[src/rtl/imem_loadable_if.sv]
// Byte-stream program loader bundle for imem_loadable.
// The master side (boot agent or bench) drives bytes; the memory is the slave.
interface imem_loadable_if #(
    parameter int unsigned CNT_W = 7
) ();
    logic             ld_start;
    logic             ld_valid;
    logic [7:0]       ld_data;
    logic             ld_last;
    logic             ld_ready;
    logic             ld_done;
    logic             ld_err;
    logic [CNT_W-1:0] ld_count;

    modport master (
        output ld_start, ld_valid, ld_data, ld_last,
        input  ld_ready, ld_done, ld_err, ld_count
    );

    modport slave (
        input  ld_start, ld_valid, ld_data, ld_last,
        output ld_ready, ld_done, ld_err, ld_count
    );
endinterface

[src/rtl/imem_loadable.sv]
// Word-organised instruction memory with a combinational byte-addressed fetch port
// and a valid/ready byte loader; an FSM sequences post-reset clear, fetch and load.
module imem_loadable #(
    parameter int unsigned XLEN      = 32,
    parameter int unsigned DEPTH     = 64,
    parameter logic [XLEN-1:0] FILL_WORD = 32'h00000013
) (
    input  logic                CLK,
    input  logic                Reset,
    input  logic [31:0]         A,
    output logic [XLEN-1:0]     RD,
    output logic                rd_valid,
    output logic                misalign,
    output logic                busy,
    imem_loadable_if.slave      ld
);
    localparam int unsigned ADDR_W = $clog2(DEPTH);
    localparam int unsigned LANES  = XLEN / 8;
    localparam int unsigned LANE_W = (LANES > 1) ? $clog2(LANES) : 1;
    localparam logic [LANE_W-1:0] LAST_LANE = LANE_W'(LANES - 1);
    localparam logic [ADDR_W-1:0] LAST_IDX  = ADDR_W'(DEPTH - 1);
    localparam logic [ADDR_W:0]   FULL_CNT  = (ADDR_W + 1)'(DEPTH);

    typedef enum logic [1:0] {StClear, StReady, StLoad} state_e;

    state_e              state_q, state_d;
    logic [ADDR_W-1:0]   clr_q, clr_d;
    logic [ADDR_W:0]     cnt_q, cnt_d;
    logic [LANE_W-1:0]   lane_q, lane_d;
    logic [XLEN-1:0]     asm_q, asm_d;
    logic                err_q, err_d;
    logic                done_q, done_d;

    logic [XLEN-1:0]     mem [DEPTH];
    logic                mem_we;
    logic [ADDR_W-1:0]   mem_addr;
    logic [XLEN-1:0]     mem_wdata;
    logic [XLEN-1:0]     asm_new;

    always_ff @(posedge CLK) begin
        if (Reset) begin
            state_q <= StClear;
            clr_q   <= '0;
            cnt_q   <= '0;
            lane_q  <= '0;
            asm_q   <= '0;
            err_q   <= 1'b0;
            done_q  <= 1'b0;
        end else begin
            state_q <= state_d;
            clr_q   <= clr_d;
            cnt_q   <= cnt_d;
            lane_q  <= lane_d;
            asm_q   <= asm_d;
            err_q   <= err_d;
            done_q  <= done_d;
        end
    end

    // Single write port shared by the clear sweep and the loader.
    always_ff @(posedge CLK) begin
        if (mem_we && !Reset) begin
            mem[mem_addr] <= mem_wdata;
        end
    end

    always_comb begin
        state_d   = state_q;
        clr_d     = clr_q;
        cnt_d     = cnt_q;
        lane_d    = lane_q;
        asm_d     = asm_q;
        err_d     = err_q;
        done_d    = 1'b0;
        mem_we    = 1'b0;
        mem_addr  = '0;
        mem_wdata = '0;
        asm_new   = asm_q;
        asm_new[8*lane_q +: 8] = ld.ld_data;

        unique case (state_q)
            StClear: begin
                mem_we   = 1'b1;
                mem_addr = clr_q;
                clr_d    = clr_q + 1'b1;
                if (clr_q == LAST_IDX) begin
                    state_d = StReady;
                end
            end
            StReady: begin
                if (ld.ld_start) begin
                    state_d = StLoad;
                    cnt_d   = '0;
                    lane_d  = '0;
                    asm_d   = '0;
                    err_d   = 1'b0;
                end
            end
            StLoad: begin
                if (ld.ld_valid) begin
                    // A full array swallows bytes without touching lane or assembly state.
                    if (cnt_q == FULL_CNT) begin
                        err_d = 1'b1;
                    end else if (lane_q == LAST_LANE || ld.ld_last) begin
                        mem_we    = 1'b1;
                        mem_addr  = cnt_q[ADDR_W-1:0];
                        mem_wdata = asm_new;
                        cnt_d     = cnt_q + 1'b1;
                        lane_d    = '0;
                        asm_d     = '0;
                    end else begin
                        asm_d  = asm_new;
                        lane_d = lane_q + 1'b1;
                    end
                    if (ld.ld_last) begin
                        state_d = StReady;
                        done_d  = 1'b1;
                    end
                end
            end
            default: state_d = StClear;
        endcase
    end

    logic [ADDR_W-1:0] idx;
    logic              in_range;

    assign idx      = A[ADDR_W+1:2];
    assign in_range = (A[31:ADDR_W+2] == '0);
    assign misalign = (A[1:0] != 2'b00);
    assign rd_valid = (state_q == StReady) && in_range && !misalign;
    assign RD       = rd_valid ? mem[idx] : FILL_WORD;
    assign busy     = (state_q != StReady);

    assign ld.ld_ready = (state_q == StLoad);
    assign ld.ld_done  = done_q;
    assign ld.ld_err   = err_q;
    assign ld.ld_count = cnt_q;
endmodule
[src/flat_wrapper.sv]
// flat-port wrapper written by rule: the top's interface ports become plain ports
module imem_loadable_flat 
#(
    parameter int unsigned XLEN      = 32,
    parameter int unsigned DEPTH     = 64,
    parameter logic [XLEN-1:0] FILL_WORD = 32'h00000013
)
  (CLK, Reset, A, RD, rd_valid, misalign, busy, ld_ld_start, ld_ld_valid, ld_ld_data, ld_ld_last, ld_ld_ready, ld_ld_done, ld_ld_err, ld_ld_count);
  imem_loadable_if ld_i ();
  input  logic CLK;
  input  logic Reset;
  input  logic [31:0] A;
  output logic [XLEN-1:0] RD;
  output logic rd_valid;
  output logic misalign;
  output logic busy;
  input wire logic [$bits(ld_i.ld_start)-1:0] ld_ld_start;
  input wire logic [$bits(ld_i.ld_valid)-1:0] ld_ld_valid;
  input wire logic [$bits(ld_i.ld_data)-1:0] ld_ld_data;
  input wire logic [$bits(ld_i.ld_last)-1:0] ld_ld_last;
  output wire logic [$bits(ld_i.ld_ready)-1:0] ld_ld_ready;
  output wire logic [$bits(ld_i.ld_done)-1:0] ld_ld_done;
  output wire logic [$bits(ld_i.ld_err)-1:0] ld_ld_err;
  output wire logic [$bits(ld_i.ld_count)-1:0] ld_ld_count;
  assign ld_i.ld_start = ld_ld_start;
  assign ld_i.ld_valid = ld_ld_valid;
  assign ld_i.ld_data = ld_ld_data;
  assign ld_i.ld_last = ld_ld_last;
  assign ld_ld_ready = ld_i.ld_ready;
  assign ld_ld_done = ld_i.ld_done;
  assign ld_ld_err = ld_i.ld_err;
  assign ld_ld_count = ld_i.ld_count;
  imem_loadable #(.XLEN(XLEN), .DEPTH(DEPTH), .FILL_WORD(FILL_WORD)) u_core (.CLK(CLK), .Reset(Reset), .A(A), .RD(RD), .rd_valid(rd_valid), .misalign(misalign), .busy(busy), .ld(ld_i));
endmodule
[config.mk]
export PLATFORM = sky130hd
export DESIGN_NAME = imem_loadable_flat
export DESIGN_NICKNAME = d
export VERILOG_FILES = /design/src/rtl/imem_loadable_if.sv /design/src/rtl/imem_loadable.sv /design/src/flat_wrapper.sv
export SDC_FILE = /design/constraint.sdc
export NUM_CORES = 2
export LEC_CHECK = 0
export CORE_ASPECT_RATIO = 1.1
export CORE_MARGIN = 1
export CORE_UTILIZATION = 45
export CTS_CLUSTER_DIAMETER = 40
export CTS_CLUSTER_SIZE = 25
export DETAILED_ROUTE_END_ITERATION = 8
export GPL_TIMING_DRIVEN = 0
export SYNTH_ARGS = -nofsm -noshare
export SYNTH_HDL_FRONTEND = slang
export SYNTH_SLANG_ARGS = --single-unit
[constraint.sdc]
create_clock -name CLK -period 15.2 [get_ports CLK]
set_input_delay 3.04 -clock CLK [delete_from_list [all_inputs] [get_ports CLK]]
set_output_delay 3.04 -clock CLK [all_outputs]
set_load 0.03 [all_outputs]
# ---- Word level (Yosys, flattened, before mapping)
# Memories as Yosys holds them, arrays and structs flattened.
# Index checks and enable logic that the tools add are counted.
dict set report word_totals {
  ff_bits 51
  ram_bits 2048
  input_bits 45
  memories 1
  output_inout_bits 45
  wordCells 85
}
dict set report op_classes {
  addsub 4
  reduce_logical 15
  shifts 2
  muxes 41
  n_eq_ne 13
  bitwise_logic 2
}
# memory depth width rd rd_ports_with_merged_regs wr line_no
set mem_list {}
lappend mem_list {u_core.mem 64 32 1 0 1 imem_loadable.sv:34} ;# logic [XLEN-1:0] mem [DEPTH];
# op count
set op_table {}
lappend op_table {{$mux W32} 9}
lappend op_table {{$pmux W32 S2} 1}
lappend op_table {{$neg A5 Y34} 1}
lappend op_table {{$shift A8 B34 Y32 const A} 1}
lappend op_table {{$shiftx A8 B34 Y32} 1}
lappend op_table {{$bwmux W32} 1}
lappend op_table {{$mux W7} 4}
lappend op_table {{$logic_not A24 Y1} 1}
lappend op_table {{$mux W6} 3}
lappend op_table {{$mux W2} 8}
lappend op_table {{$pmux W7 S2} 1}
lappend op_table {{$pmux W6 S2} 1}
lappend op_table {{$reduce_and A4 Y1} 3}
lappend op_table {{$mux W1} 9}
lappend op_table {{$ne A2 B1 Y1 const B} 4}
lappend op_table {{$ne A2 B2 Y1 const B} 4}
lappend op_table {{$add A7 B1 Y7 const B} 1}
lappend op_table {{$eq A7 B7 Y1 const B} 1}
lappend op_table {{$add A6 B1 Y6 const B} 1}
lappend op_table {{$eq A6 B6 Y1 const B} 1}
lappend op_table {{$pmux W2 S3} 1}
lappend op_table {{$reduce_and A5 Y1} 1}
lappend op_table {{$eq A2 B2 Y1 const B} 2}
lappend op_table {{$pmux W1 S2} 2}
lappend op_table {{10 further kinds} 15}

# ---- Depth between registers and ports, before layout
dict set report logic_depth {
  depth_word 9
  depth_mapped 11
  ltp_nobuf 7
}

# ---- Worst setup path before layout
# Ideal clock, no wire load.
dict set report synth_path {
  path_kind {input to output}
  startpoint {input port A[3]}
  endpoint {output port RD[13]}
  cell_stages 8
  required_ps 12160
  path_slack_ps 6997
  arrival_time_ps 5163
  path_cell_list {buf_2 buf_2 buf_2 clkbuf_1 mux4_2 mux4_2 a22oi_1 o21ai_1}
}
dict set report synth_between {
  elab_chain_cells 2
}
# item line_no
set synth_rtl {}
lappend synth_rtl {{from (decl)} flat_wrapper.sv:12} ;# input logic [31:0] A;
lappend synth_rtl {{$mem_v2 Z64 W32} --}
lappend synth_rtl {{$mux W32} imem_loadable.sv:132} ;# assign RD = rd_valid ? mem[idx] : FILL_WORD;
lappend synth_rtl {{to (decl)} flat_wrapper.sv:13} ;# output logic [XLEN-1:0] RD;
# No other way between the ends.

# ---- Final worst setup path
dict set report layout_path {
  startpoint {input port A[6]}
  endpoint {output port RD[10]}
}
# Same word-level chain as after synthesis.

==> impl_metrics.env <==
export IMPL_slew_viol_final=22
export IMPL_final_util_pct=54.61
export IMPL_yosysTopAreaCell="edfxtp_1"
export IMPL_crit_family="buffers and inverters"
export IMPL_routedWlPerCell_um=39.01
export IMPL_grt_ovfl_total=0
export IMPL_ios=90
export IMPL_synth_edf_count=2048
export IMPL_row_count=163
export IMPL_clockRootBuffer="clkbuf_16"
export IMPL_worst_pin_slew_ns=1.568
export IMPL_path_buf_inv=4
export IMPL_htreeDepth=4
export IMPL_drtAntennaViolNets=0
export IMPL_ys_ff_latch=2099
export IMPL_ys_types=65
export IMPL_cts_tree="built"
export IMPL_yosys_top_cells_area="edfxtp_1 (75%), mux4_2 (13%), mux2i_1 (2.9%)"
export IMPL_power_density_nw_per_um2=125.2
export IMPL_finalCritPeriodShare_pct=80.00
export IMPL_ys_seq_area_share_pct=76.43
export IMPL_via_count=45930
export IMPL_avgSynthCellArea_um2=21.26
export IMPL_setup_slack_ns=3.039
export IMPL_clk_latency_ns=0.91
export IMPL_fp_coreArea_um2=179900
export IMPL_cp_end_kind="primary output"
export IMPL_syn_inst=3848
export IMPL_dieArea_um2=183500
export IMPL_die_w_um=408.5
export IMPL_path_cells="clkdlybuf4s50_1 -> clkinv_1 -> clkbuf_1 -> nand4_1 -> a211oi_1 -> a211o_1 -> clkdlybuf4s50_1"
export IMPL_min_period_ns=12.16
export IMPL_synth_top_area_share_pct=75.18
export IMPL_synth_async_sr_flop_share_pct=0
export IMPL_status="finished, violations left"
export IMPL_portBuffers=78
export IMPL_cp_required_ns=12.16
export IMPL_start_util_pct=45.48
export IMPL_grt_pass1_vias=43630
export IMPL_hold_buffers=0
export IMPL_path_common_cell="clkdlybuf4s50_1"
export IMPL_dr_pass1_iters=5
export IMPL_cp_max_fo=10
export IMPL_cts_buffers=225
export IMPL_cts_reportedPaths_clkPinSlew_ns=0.06
export IMPL_clock_skew_ns=0.04431
export IMPL_dp_cells=6649
export IMPL_die_h_um=449.2
export IMPL_path_class="primary input to primary output"
export IMPL_syn_to_final_growth_pct=20.09
export IMPL_slowest_stage="a211oi_1"
export IMPL_postCtsSetupBuffers=0
export IMPL_avgViaCountPerCell=6.495
export IMPL_drt_iter0_drc=7427
export IMPL_fmaxAchievable_ghz=0.08223
export IMPL_netlist_area_um2=81800
export IMPL_critical_path_arrival_ns=9.12
export IMPL_synth_warnings=0
export IMPL_synth_flop_cell="edfxtp_1"
export IMPL_peakVddDrop_mv=0.09637
export IMPL_gp_congestion=0.9121
export IMPL_yosysMostFrequentCell="edfxtp_1"
export IMPL_drcViolationCount=0
export IMPL_maxSlewHeadroom_pct=-4.551
export IMPL_holdCritPathClass="register to register"
export IMPL_fillers=13560
export IMPL_cts_sinks=2099
export IMPL_hold_viol=0
export IMPL_leakage_nw=31.94
export IMPL_routed_wl_mm=275.9
export IMPL_fin_setup_tns_ns=0
export IMPL_final_instance_count_excl_fill=7071
export IMPL_dpl_hpwl_mm=197.4
export IMPL_pre_cts_slack_ns=3.641
export IMPL_antenna_found_initial=20
export IMPL_grt_max_degree=51
export IMPL_cts_resized=0
export IMPL_synthTopCellsByCount="edfxtp_1 (2,048), mux4_2 (456), mux2i_1 (233), nor2_1 (133)"
export IMPL_grt_util_all_layers_pct=29.89
export IMPL_syn_num_nets=3902
export IMPL_clock_path_buffers=3
export IMPL_crit_path_start_kind="primary input"
export IMPL_layout_drive_gt1_share_pct=30.08
export IMPL_fin_nets=4539
export IMPL_cpPeakStageDelay_ns=1.49
export IMPL_grt_pass1_wl_mm=370.5
export IMPL_cap_violations=3
export IMPL_rsz0062_at_grt="no"
export IMPL_failed_checks="max-capacitance violations, max-slew violations"
export IMPL_setup_viol=0
==> final timing paths <==
| check | startpoint | to | slack, ns | cells after the start |
|---|---|---|---|---|
| min | u_core.ld.ld_err | u_core.ld.ld_err | 0.50 | 2 |
| max reg2reg | u_core.ld.ld_count[1] | u_core.mem[18][25] | 10.73 | 11 |
| min reg2reg | u_core.ld.ld_err | u_core.ld.ld_err | 0.50 | 2 |
| max | A[6] | RD[10] | 3.04 | 7 |
==> through the flow <==
step                      hold WS (ns)  power (mW)  area, um^2
after CTS                       0.4969       12.32       98210
after floorplan                 0.4659       6.634       81800
after global routing            0.5179       12.54       98230
after global placement          0.4720       6.815       85580
after detailed placement        0.4859       6.829       90590
final                           0.5012       12.30       98230
==> area by class of cell <==
class / instances / area (um^2) / area share [%]
Antenna cell: 1 / 2.502 / 0.002547
Buffer: 229 / 1423 / 1.448
Clock buffer: 243 / 5762 / 5.865
Clock inverter: 177 / 1858 / 1.891
Inverter: 11 / 41.29 / 0.04203
Multi-Input combinational cell: 1509 / 18490 / 18.82
Sequential cell: 2099 / 62520 / 63.64
Tap cell: 2392 / 2993 / 3.047
Timing Repair Buffer: 410 / 5145 / 5.237
==> worst reg2reg max path: cells and delay by family (launching register included) <==
kind            cells  cell delay, ns
flops               1            0.40
fa+ha+maj           1            0.16
buf+inv             5            1.24
simple gates        3            1.49
compound gates      2            0.86
==> placed cells by master (no fill, tap or decap), drive strengths merged, types with 6 or more instances in the layout <==
cell / netlist / routed
a21oi: 63 / 63
o21ai: 52 / 52
a221oi: 101 / 101
mux2: 6 / 6
a211oi: 7 / 7
nand2: 48 / 48
buf: 133 / 465
nand4: 9 / 9
clkinv: 3 / 81
clkinvlp: 0 / 28
a22o: 24 / 24
inv: 8 / 62
nor2b: 40 / 40
ha: 9 / 9
clkbuf: 96 / 339
dfxtp: 51 / 51
edfxtp: 2048 / 2048
a31o: 8 / 8
nor3: 83 / 83
a22oi: 57 / 57
nand2b: 10 / 10
nand3: 24 / 24
o22ai: 14 / 14
clkdlybuf4s50: 0 / 78
bufinv: 0 / 17
a32oi: 6 / 6
a221o: 29 / 29
mux2i: 233 / 233
mux4: 456 / 456
nor2: 133 / 133
a31oi: 7 / 7
nor4: 15 / 15
==> layer usage <==
metal  share of wire (%)  GRT usage [%]  vias up
li1                    -              -    17640
met1                  37          41.12    24550
met2                  46          45.63     3200
met3                  12          7.303      524
met4                 4.6          12.69       10
met5               0.023              0        -
==> report_power, final <==
group	switching, mW	internal, mW	total, mW
registers	0.00576	6.27	6.28
logic	0.290	0.141	0.431
clock network	2.48	3.11	5.59
total	2.77	9.52	12.3
==> flip-flops by register name, summed over array words and instances, names as in the netlist <==
| signal | cells |
|---|---|
| u_core.mem | 2048 |
| u_core.ld.ld_count | 7 |
| u_core.state_q | 2 |
| u_core.clr_q | 6 |
| u_core.ld.ld_done | 1 |
| u_core.ld.ld_err | 1 |
| u_core.asm_q | 32 |
| u_core.lane_q | 2 |
==> cells by family after synthesis <==
logic type	count (synthesis)	share of synthesized area [%]
fa+ha+maj	9	0.1377
compound gates	399	3.660
buf+inv	240	1.785
simple gates	397	2.404
xor+xnor	9	0.09635
mux	695	15.49
flops	2099	76.43
(Power assumes the default switching activity.)
